[src/rtl/uart_tx_pkg.sv]
// uart_tx_pkg: shared constants for the UART transmitter.
//   UART_ADDR      : CPU store address that decodes to the UART data register
//   ST_*           : bit positions inside the 32-bit status word
//   tx_state_e     : transmitter FSM encoding
//   pack_status()  : builds the status word from its flag bits
package uart_tx_pkg;

  localparam logic [31:0] UART_ADDR = 32'h8000_0010;

  localparam int ST_BUSY  = 0;
  localparam int ST_FULL  = 1;
  localparam int ST_EMPTY = 2;
  localparam int ST_OVF   = 3;

  typedef enum logic [1:0] {
    IDLE  = 2'd0,
    START = 2'd1,
    DATA  = 2'd2,
    STOP  = 2'd3
  } tx_state_e;

  function automatic logic [31:0] pack_status(input logic busy, input logic full,
                                              input logic empty, input logic ovf);
    logic [31:0] s;
    s           = '0;
    s[ST_BUSY]  = busy;
    s[ST_FULL]  = full;
    s[ST_EMPTY] = empty;
    s[ST_OVF]   = ovf;
    return s;
  endfunction

endpackage

[src/rtl/uart_fifo.sv]
// uart_fifo: byte FIFO feeding the transmitter.
//   clk, rst : system clock, synchronous active-high reset
//   push/din : write strobe and byte; accepted when not full, or when full
//              but a pop happens in the same cycle
//   pop      : remove head (ignored when empty)
//   dout     : current head byte (valid while !empty)
//   full     : count == DEPTH
//   empty    : count == 0
module uart_fifo #(
  parameter int DEPTH = 4
) (
  input  logic       clk,
  input  logic       rst,
  input  logic       push,
  input  logic [7:0] din,
  input  logic       pop,
  output logic [7:0] dout,
  output logic       full,
  output logic       empty
);

  localparam int AW = $clog2(DEPTH);
  localparam logic [AW:0] FULL_CNT = (AW+1)'(DEPTH);

  logic [7:0]    mem [DEPTH];
  logic [AW-1:0] wr_ptr, rd_ptr;
  logic [AW:0]   count;
  logic          push_ok, pop_ok;

  assign full    = (count == FULL_CNT);
  assign empty   = (count == '0);
  assign pop_ok  = pop && !empty;
  // A slot freed by a same-cycle pop can take the incoming byte.
  assign push_ok = push && (!full || pop_ok);
  assign dout    = mem[rd_ptr];

  // Pointers wrap naturally because DEPTH is a power of two.
  always_ff @(posedge clk) begin
    if (rst) begin
      wr_ptr <= '0;
      rd_ptr <= '0;
      count  <= '0;
    end else begin
      if (push_ok) wr_ptr <= wr_ptr + 1'b1;
      if (pop_ok)  rd_ptr <= rd_ptr + 1'b1;
      case ({push_ok, pop_ok})
        2'b10:   count <= count + 1'b1;
        2'b01:   count <= count - 1'b1;
        default: count <= count;
      endcase
    end
  end

  always_ff @(posedge clk) begin
    if (push_ok) mem[wr_ptr] <= din;
  end

endmodule

[src/rtl/uart_tx.sv]
// uart_tx: memory-mapped 8N1 UART transmitter with a small transmit FIFO.
//   clk     : system clock (rising edge)
//   rst     : synchronous active-high reset; aborts any frame in flight
//   we      : store strobe, already decoded for UART_ADDR
//   wr_data : byte to send
//   txd     : registered serial line, idle high
//   status  : registered {28'b0, overflow, empty, full, busy}, one cycle
//             behind the FSM/FIFO state to line up with the load writeback
module uart_tx
  import uart_tx_pkg::*;
#(
  parameter int CLKS_PER_BIT = 234,
  parameter int FIFO_DEPTH   = 4
) (
  input  logic        clk,
  input  logic        rst,
  input  logic        we,
  input  logic [7:0]  wr_data,
  output logic        txd,
  output logic [31:0] status
);

  localparam int CW = $clog2(CLKS_PER_BIT);
  localparam logic [CW-1:0] LAST = CW'(CLKS_PER_BIT - 1);

  tx_state_e     state;
  logic [CW-1:0] bit_cnt;
  logic [2:0]    bit_idx;
  logic [7:0]    shreg;
  logic          ovf;

  logic       bit_end, pop, push;
  logic [7:0] head;
  logic       fifo_full, fifo_empty;

  assign bit_end = (bit_cnt == LAST);
  // Pop from IDLE, or at the very end of a stop bit so the next start bit
  // follows with no idle gap.
  assign pop  = !rst && !fifo_empty &&
                ((state == IDLE) || ((state == STOP) && bit_end));
  assign push = we && !rst;

  uart_fifo #(.DEPTH(FIFO_DEPTH)) u_fifo (
    .clk   (clk),
    .rst   (rst),
    .push  (push),
    .din   (wr_data),
    .pop   (pop),
    .dout  (head),
    .full  (fifo_full),
    .empty (fifo_empty)
  );

  always_ff @(posedge clk) begin
    if (rst) begin
      state   <= IDLE;
      txd     <= 1'b1;
      bit_cnt <= '0;
      bit_idx <= '0;
      shreg   <= '0;
      ovf     <= 1'b0;
      status  <= pack_status(1'b0, 1'b0, 1'b1, 1'b0);
    end else begin
      status <= pack_status((state != IDLE) || !fifo_empty, fifo_full, fifo_empty, ovf);
      // Dropped write: full and no pop to make room this cycle.
      if (we && fifo_full && !pop) ovf <= 1'b1;

      bit_cnt <= bit_end ? '0 : bit_cnt + 1'b1;

      case (state)
        IDLE: begin
          bit_cnt <= '0;
          if (pop) begin
            shreg <= head;
            txd   <= 1'b0;
            state <= START;
          end
        end
        START: begin
          if (bit_end) begin
            txd     <= shreg[0];
            bit_idx <= '0;
            state   <= DATA;
          end
        end
        DATA: begin
          if (bit_end) begin
            if (bit_idx == 3'd7) begin
              txd   <= 1'b1;
              state <= STOP;
            end else begin
              bit_idx <= bit_idx + 1'b1;
              shreg   <= shreg >> 1;
              txd     <= shreg[1];
            end
          end
        end
        STOP: begin
          if (bit_end) begin
            if (pop) begin
              shreg <= head;
              txd   <= 1'b0;
              state <= START;
            end else begin
              state <= IDLE;
            end
          end
        end
        default: state <= IDLE;
      endcase
    end
  end

endmodule

[config.mk]
export PLATFORM = sky130hd
export DESIGN_NAME = uart_tx
export DESIGN_NICKNAME = d
export VERILOG_FILES = /design/src/rtl/uart_tx_pkg.sv /design/src/rtl/uart_fifo.sv /design/src/rtl/uart_tx.sv
export SDC_FILE = /design/constraint.sdc
export NUM_CORES = 1
export LEC_CHECK = 0
export ABC_AREA = 1
export CORE_MARGIN = 2
export CORE_UTILIZATION = 30
export CTS_CLUSTER_DIAMETER = 60
export DETAILED_ROUTE_END_ITERATION = 10
export GPL_TIMING_DRIVEN = 0
export PLACE_DENSITY = 0.48
export SYNTH_ARGS = -nofsm -noshare
export SYNTH_HDL_FRONTEND = slang
export SYNTH_SLANG_ARGS = --single-unit
[constraint.sdc]
create_clock -name clk -period 5.8 [get_ports clk]
set_clock_uncertainty 0.2 [all_clocks]
set_input_delay 1.16 -clock clk [delete_from_list [all_inputs] [get_ports clk]]
set_output_delay 1.16 -clock clk [all_outputs]
set_load 0.1 [all_outputs]
# Word level (Yosys, flattened, before mapping)
# Memory sizes are Yosys's and may differ from the RTL's. A register that Yosys moved wholly into a read port is not among the register bits.
# Index checks and enable logic that the tools add are counted.
# totals
memories	1
ram_bits	32
elab_cells	85
romBits	0
in_bits	11
reg_bits	62
output_inout_bits	33
latch_bits	0
# mem_list
memory	depth	word_bits	read_ports	rd_ports_with_merged_regs	wr	line_no	rtl
u_fifo.mem	4	8	1	1	1	uart_fifo.sv:25	logic [7:0] mem [DEPTH];
# classes
add_sub_neg	6
n_eq_ne	14
multipliers	0
n_shift	0
magnitude_cmp	0
mux	27
n_bitwise	0
n_div	0
n_reduce_logical	26
# ops
operator	n
8-bit two-way mux	4
8-bit one-hot mux with 3 select lines	1
2-bit two-way mux	7
2-bit inequality test, second input constant	6
3-bit one-hot mux with 2 select lines	2
3-bit two-way mux	3
8-bit by 1-bit adder with 8-bit output, second input constant	1
8-bit equality test, second input constant	1
1-bit logical AND	8
1-bit two-way mux	8
2-bit one-hot mux with 4 select lines	1
4-bit AND reduction	2
3-bit by 1-bit adder with 3-bit output, second input constant	2
2-bit equality test, second input constant	3
3-bit equality test, second input constant	2
2-bit nonzero test	3
5-bit AND reduction	1
2-bit by 1-bit adder with 2-bit output, second input constant	2
2-bit by 1-bit equality test with 1-bit output, second input constant	2
1-bit zero test	4
1-bit one-hot mux with 4 select lines	1
3-bit zero test	1
1-bit logical OR	3
3-bit AND reduction	1
4 further kinds	4

# Logic depth before layout (Yosys ltp)
# Gate-level depths: netlist of the first run.
# depth
word_depth	9
mapped_depth	13
ltp_nobuf	13

# Cells and area by module
# Synthesis of the first run repeated with hierarchy kept, for this count alone.
# hier_totals
hier_cells	371
hier_area_um2	3301.9
# modules_own_cells
mod	instances	area_per_inst_um2	cells_each
uart_fifo	1	1706.6	150
uart_tx	1	1595.3	221

# Least setup slack after synthesis of the first run
# Ideal clock, no wire load.
# synth_timing
kind	input to register
startpoint	in rst
endpoint	reg u_fifo.count[2]
path_slack_ns	2.925
path_stages	10
arrival_ns	2.560
cell_sequence	buf_2 inv_2 nand2_2 a21oi_2 nand2_1 fa_1 inv_1 nand4_1 a21oi_1 nor2_1
# synth_between
elab_chain_cells	8
elab_cells_between_ends	11
# synth_lines
element	line_no	rtl
start: declaration	uart_tx.sv:16	input logic rst,
1-bit zero test	uart_tx.sv:39, uart_tx.sv:41	
1-bit logical AND (2 in a row)	uart_tx.sv:39	assign pop = !rst && !fifo_empty &&
1-bit logical AND	uart_fifo.sv:32	assign pop_ok = pop && !empty;
1-bit logical OR	uart_fifo.sv:34	assign push_ok = push && (!full || pop_ok);
1-bit logical AND	uart_fifo.sv:34	
2-bit by 1-bit equality test with 1-bit output or 2-bit equality test (tied branches)	uart_fifo.sv:46	case ({push_ok, pop_ok})
3-bit one-hot mux with 2 select lines or 2-bit nonzero test (tied branches)	n/a	
end signal: assignment	uart_fifo.sv:47	2'b10: count <= count + 1'b1;
end signal: assignment	uart_fifo.sv:48	2'b01: count <= count - 1'b1;
end signal: assignment	uart_fifo.sv:49	default: count <= count;
end: declaration	uart_fifo.sv:27	logic [AW:0] count;
# Parallel ways exist; a longest one is shown, timed or not.
# A chain may end at the register's enable or synchronous reset.

# Worst setup path after layout of the first run
# layout_timing
startpoint	reg txd
endpoint	out txd
# layout_lines
element	line_no	rtl
start: declaration	uart_tx.sv:19	output logic txd,
start signal: assignment	uart_tx.sv:81	txd <= shreg[0];
start signal: assignment	uart_tx.sv:94	txd <= shreg[1];
# No word-level cell between the ends.

==> results.txt, run 1 <==
CTS buffer count: 9
CTS tree: built
total negative slack: 0 ns
met2 Track Usage GR: 17.0%
fin crit period: 3.19 ns
Post-Syn Instances: 344
GP Congestion: 0.819
final core utilization: 36.4%
IO Pins: 44
WL/cell: 11.1 um
r2r worst-path depth: 9
gr busiest metal: met2
met1 GRT Util: 15.0%
CP Buf/Inv Count: 1
HP Start: ovf
crit path max fanout: 2
vias in the first global route: 2054
top post-synthesis cells by area: edfxtp_1 30%, dfxtp_1 23%, buf_4 6.6%, nor2_1 6.6%, nand2_1 5.6%
WHS Path Cells: 2
sequential area share after synthesis: 52.9%
CP cell instances: clkdlybuf4s50_1
hold crit path type: flop to flop
Root Buffer: clkbuf_8
Worst Tran Pin Value: 0.975 ns
number of fill cells in the layout: 1053
ant diodes: 0
Initial Util: 30.8%
RSZ-0062 raised after global routing: false
layout cell share with drive strength beyond 1: 16.0%
# nets final: 421
GRT Util Overall: 11.3%
Leakage: 1.55 nW
routed vias/inst: 4.20
pin count of the biggest net entering global routing: 13
Max H-tree Level: 3
synth warn: 0
Crit path largest cell delay: 1.14 ns
leading area contributor after synthesis: edfxtp_1
Final HPWL DP: 4.23 mm
gr ovfl total: 0
CP Class: flop to output pin
IO Port Bufs: 14
RR Endpoint: u_fifo.mem[0][3]
status: complete, no violations
clock latency on the worst-skew pair: 0.35 ns
post-route DRC violation count: 0
#FFs+latches synth: 68
chip width: 107 um
first-pass GRT wire length: 9.83 mm
die height: 107 um
setup violators final: 0
clk slew on worst S/H paths: 0.07 ns
peak supply drop: 0.127 mV
row count: 37
clock sinks: 68
R2R Path Start: bit_cnt[0]
core area: 10300 um2
CP Data Arrival Time: 1.83 ns
Slew Viols, Final: 0
max_cap viols: 0
r2r setup slk: 3.21 ns
hold_buf cts: 0
Final Hold Fails: 0
initial antenna violation count: 0
Cell variety after synth: 35
Max Freq: 0.314 GHz
Antenna Nets Post-Route: 0
GR Util met3: 2.25%
area grow syn2layout: 18.2%
Mapped Area: 3180 um2
final wirelength: 5.95 mm
cts repair resizes: 0
detailed-route via count: 2254
Yosys top cell area share: 30.2%
Slew headroom: 34.8%
postcts setup bufs: 0
CP endpoint kind: output pin
Die Area: 11400 um2
CP max-delay cell: clkdlybuf4s50_1
Syn Area/Cell: 9.24 um2
DRT Pass-1 Iters: 4
Top Family by Delay on Critical Path: buffers and inverters
Final Cycle Share: 55.0%
Starting DRT DRC Count: 81
WP data required: 4.44 ns
Min-Delay Endpoint: status[3]
worst-case clock buffer depth: 2
crit start category: flop
PD cells: 394 nW/um2
synth_stat cells:
| cell | instances |
|---|---|
| nor2_2 | 1 |
| edfxtp_1 | 32 |
| fa_1 | 1 |
| o21ai_1 | 3 |
| xnor2_1 | 2 |
| o211ai_1 | 1 |
| o21ai_2 | 1 |
| a31o_2 | 1 |
| ha_1 | 13 |
| o22ai_1 | 7 |
| nand4_1 | 1 |
| nand3_1 | 19 |
| conb_1 | 1 |
| o21ai_0 | 20 |
| buf_4 | 28 |
| nor3b_1 | 2 |
| nor2_1 | 56 |
| buf_1 | 1 |
| a21oi_4 | 1 |
| inv_1 | 30 |
| a21oi_2 | 1 |
| nand2_4 | 1 |
| inv_2 | 7 |
| o211a_1 | 1 |
| dfxtp_1 | 36 |
| nand2_1 | 47 |
| nand3b_1 | 1 |
| buf_6 | 1 |
| buf_2 | 4 |
| a21oi_1 | 11 |
| nor3_1 | 3 |
| nand2_2 | 2 |
| nand3_2 | 1 |
| mux2i_1 | 6 |
| xor2_1 | 1 |
registers in the layout, summed over array words and instances, names as in the netlist, named ones only:
signal         flops
status             4
txd                1
ovf                1
u_fifo.mem        32
shreg              8
state              2
u_fifo.count       3
u_fifo.rd_ptr      2
bit_idx            3
bit_cnt            8
u_fifo.wr_ptr      2
stage by stage:
| step | setup WS [ns] | cell area [um2] | total power [W] | instances | hold slack [ns] |
|---|---|---|---|---|---|
| final | 2.61 | 3760 | 0.00148 | 537 | 0.222 |
| after CTS | 2.57 | 3760 | 0.00150 | 537 | 0.228 |
| after global placement | 2.26 | 3590 | 0.00116 | 521 | 0.210 |
| after global routing | 2.48 | 3760 | 0.00159 | 537 | 0.259 |
| after detailed placement | 2.24 | 3590 | 0.00116 | 521 | 0.217 |
| after floorplan | 2.93 | 3280 | 0.00105 | 371 | 0.199 |
power breakdown:
part / leakage, nW / switching (W) / internal [W]
registers: 0.584 / 0.0000375 / 0.000563
clock network: 0.0747 / 0.000183 / 0.000152
logic: 0.891 / 0.000380 / 0.000166
total: 1.55 / 0.000600 / 0.000880
metal layers:
metal | vias to the layer above | wire length, um
met3 | 12 | 218
met4 | 0 | 120
met1 | 1020 | 3030
met5 | - | 0
li1 | 1176 | -
met2 | 46 | 2580
worst max path at each step:
| stage | depth (start not counted) | slack (ns) | to | startpoint |
|---|---|---|---|---|
| finish | 1 | 2.61 | txd | txd |
| CTS | 1 | 2.57 | txd | txd |
| global placement | 5 | 2.26 | u_fifo.mem[0][6] | we |
| floorplan | 10 | 2.93 | u_fifo.count[2] | rst |
| global route | 5 | 2.48 | u_fifo.mem[0][3] | we |
| detailed placement | 5 | 2.24 | u_fifo.mem[0][6] | we |
cell families (layout without fill, tap and decap cells):
group           Yosys count  count (layout)  share of synthesized area [%]
compound gates           47              47                           8.62
xor+xnor                  3               3                          0.827
fa+ha+maj                14              14                           5.75
buf+inv                  71             101                           12.1
flops                    68              68                           52.9
mux                       6               6                           1.89
other cells               1              28                          0.118
simple gates            134             134                           17.8
cell usage in the layout, fill, tap and decap left out, types with 2 or more instances in the layout:
cell | Yosys | routed
xnor2_1 | 2 | 2
conb_1 | 1 | 28
edfxtp_1 | 32 | 32
nor3_1 | 3 | 3
nor2_1 | 56 | 56
buf_2 | 4 | 4
a21oi_1 | 11 | 11
buf_4 | 28 | 28
inv_2 | 7 | 7
nor3b_1 | 2 | 2
mux2i_1 | 6 | 6
inv_1 | 30 | 30
nand3_1 | 19 | 19
clkinv_2 | 0 | 2
clkinvlp_4 | 0 | 4
clkbuf_8 | 0 | 9
o21ai_1 | 3 | 3
ha_1 | 13 | 13
nand2_1 | 47 | 47
dfxtp_1 | 36 | 36
o21ai_0 | 20 | 20
clkdlybuf4s50_1 | 0 | 14
o22ai_1 | 7 | 7
nand2_2 | 2 | 2
worst register-to-register path: stages, from the launching register on:
cell	delay, ns
dfxtp_1	0.38
ha_1	0.17
nand2_1	0.06
nor2_2	0.11
nand3_2	0.12
nand2_2	0.10
nand2_4	0.09
nand2_1	0.12
nand2_1	0.13
nor2_1	0.74
final cells by class:
class | count | area (um2) | share of cell area, %
Multi-Input combinational cell | 232 | 1210 | 32.3
Clock buffer | 9 | 124 | 3.30
Tap cell | 136 | 170 | 4.53
Inverter | 37 | 139 | 3.70
Clock inverter | 7 | 43.8 | 1.17
Sequential cell | 68 | 1680 | 44.8
Buffer | 34 | 245 | 6.53
Timing Repair Buffer | 14 | 140 | 3.73
Power figures use the tool's default switching activity.
==> run 2, diff against run 1 <==
- PLACE_DENSITY: 0.48 -> 0.5
- clock period: 5.8 -> 2.9 ns (I/O delays scaled with it)
==> results.txt, run 2 (synthesized netlist as in run 1, its figures left out) <==
CTS tree: built (unchanged)
row count: 37 (unchanged)
layout cell share with drive strength beyond 1: 16.2% (was 16.0%)
final setup margin: 0.295 ns (was 2.61 ns)
core area: 10300 um2 (unchanged)
routed vias/inst: 4.19 (was 4.20)
Final Hold Fails: 0 (unchanged)
cts repair resizes: 0 (unchanged)
CTS buffer count: 9 (unchanged)
final wirelength: 5.91 mm (was 5.95 mm)
CP max-delay cell: clkdlybuf4s50_1 (unchanged)
Crit path largest cell delay: 1.15 ns (was 1.14 ns)
Slew Viols, Final: 0 (unchanged)
r2r setup slk: 0.37 ns (was 3.21 ns)
most frequent cells in the layout: 56 x nor2_1, 47 x nand2_1, 36 x dfxtp_1 (unchanged)
Initial Util: 30.8% (unchanged)
WHS Path Cells: 2 (unchanged)
DRT Pass-1 Iters: 7 (was 4)
post-route DRC violation count: 0 (unchanged)
Regs by FF count: u_fifo.mem (32), bit_cnt (8), shreg (8) (unchanged)
Logic pwr share: 34.8% (was 36.9%)
CP Class: flop to output pin (unchanged)
worst-case clock buffer depth: 2 (unchanged)
largest reg by FF count: u_fifo.mem (unchanged)
max_cap viols: 0 (unchanged)
IO Port Bufs: 14 (unchanged)
area grow syn2layout: 20.0% (was 18.2%)
chip width: 107 um (unchanged)
internal power: 0.00195 W (was 0.000880 W)
clk slew on worst S/H paths: 0.08 ns (was 0.07 ns)
Max H-tree Level: 3 (unchanged)
register area: 1680 um2 (unchanged)
Worst Tran Pin Value: 0.989 ns (was 0.975 ns)
# nets final: 421 (unchanged)
number of fill cells in the layout: 1047 (was 1053)
Critical Path Stages: 1 (unchanged)
Final Cycle Share: 89.8%
Slew headroom: 33.8% (was 34.8%)
Top Family by Delay on Critical Path: buffers and inverters (unchanged)
hold_buf cts: 0 (unchanged)
PD cells: 829 nW/um2 (was 394 nW/um2)
detailed-route via count: 2252 (was 2254)
GR Util met3: 2.80% (was 2.25%)
Root Buffer: clkbuf_8 (unchanged)
CP Data Arrival Time: 1.83 ns (about the same)
WP data required: 2.12 ns (was 4.44 ns)
status: complete, no violations (unchanged)
total negative slack: 0 ns (unchanged)
RSZ-0062 raised after global routing: false (unchanged)
met1 GRT Util: 13.9% (was 15.0%)
Leakage: 1.59 nW (was 1.55 nW)
postcts setup bufs: 0 (unchanged)
CP Buf/Inv Count: 1 (unchanged)
clock sinks: 68 (unchanged)
Seq pwr share: 37.9% (was 40.5%)
CP cell instances: clkdlybuf4s50_1 (unchanged)
clock share of power: 27.3% (was 22.6%)
most common cell after layout, fill and taps aside: nor2_1 (unchanged)
IO Pins: 44 (unchanged)
Final HPWL DP: 4.21 mm (was 4.23 mm)
crit path max fanout: 2 (unchanged)
peak supply drop: 0.280 mV (was 0.127 mV)
GP Congestion: 0.730 (was 0.819)
clock latency on the worst-skew pair: 0.34 ns (was 0.35 ns)
met2 Track Usage GR: 18.7% (was 17.0%)
multi-input logic area: 1210 um2 (unchanged)
gr busiest metal: met2 (unchanged)
pre-CTS WS: -0.0749 ns (was 2.24 ns)
CP endpoint kind: output pin (unchanged)
crit start category: flop (unchanged)
switch share: 38.4% (was 40.5%)
Starting DRT DRC Count: 75 (was 81)
Die Area: 11400 um2 (unchanged)
ant diodes: 0 (unchanged)
hold crit path type: flop to flop (unchanged)
Antenna Nets Post-Route: 0 (unchanged)
area post-placement: 3590 um2 (unchanged)
Max Freq: 0.384 GHz
GRT Util Overall: 11.3% (about the same)
setup violators final: 0 (unchanged)
initial antenna violation count: 0 (unchanged)
post-layout instance area: 3810 um2 (was 3760 um2)
hold slack: 0.237 ns (was 0.222 ns)
WL/cell: 11.0 um (was 11.1 um)
fin crit period: 2.61 ns
max FFs per register: 32 (unchanged)
Power Total: 0.00316 W (was 0.00148 W)
pin count of the biggest net entering global routing: 14 (was 13)
first-pass GRT wire length: 10.0 mm (was 9.83 mm)
net load switching power: 0.00122 W (was 0.000600 W)
gr ovfl total: 0 (unchanged)
die height: 107 um (unchanged)
r2r worst-path depth: 9 (unchanged)
vias in the first global route: 2141 (was 2054)
[run 2: changes by cell type in the layout (fill, tap and decap cells not counted)]
cell	previous run	this run
clkinvlp_4	4	1
bufinv_16	0	2
clkinv_4	0	2
clkinv_1	1	0
clkinv_2	2	1
inv_6	0	1
[run 2: final cells by class]
type,instances,share of cell area [%]
timing repair buffer,14,3.68
tap,136,4.46
inverter,37,3.64
sequential,68,44.1
clock buffer,9,3.25
buffer,34,6.43
clock inverter,7,2.59
multi-input combinational,232,31.8
[run 2: final timing paths]
kind	from	to
max	txd	txd
min	ovf	status[3]
min reg2reg	ovf	status[3]
max reg2reg	bit_cnt[0]	u_fifo.mem[0][4]
[run 2: metrics by stage]
stage / util, % / std cells
after floorplan: - / 371
after global placement: 34.8 / 521
after global routing: 36.9 / 537
final: 36.9 / 537
after CTS: 36.9 / 537
after detailed placement: 34.8 / 521
[run 2: power groups by stage]
stage	logic (W)	registers, W	clock network [W]
finish	0.00110	0.00120	0.000863
floorplan	0.000781	0.00132	0
global route	0.00121	0.00122	0.000927
global placement	0.00110	0.00122	0
CTS	0.00110	0.00120	0.000887
detailed placement	0.00110	0.00122	0
[run 2: metal layers]
layer / vias to the layer above / wire length [um]
met4: 0 / 100
met5: - / 0
li1: 1177 / -
met2: 67 / 2780
met3: 10 / 346
met1: 998 / 2680
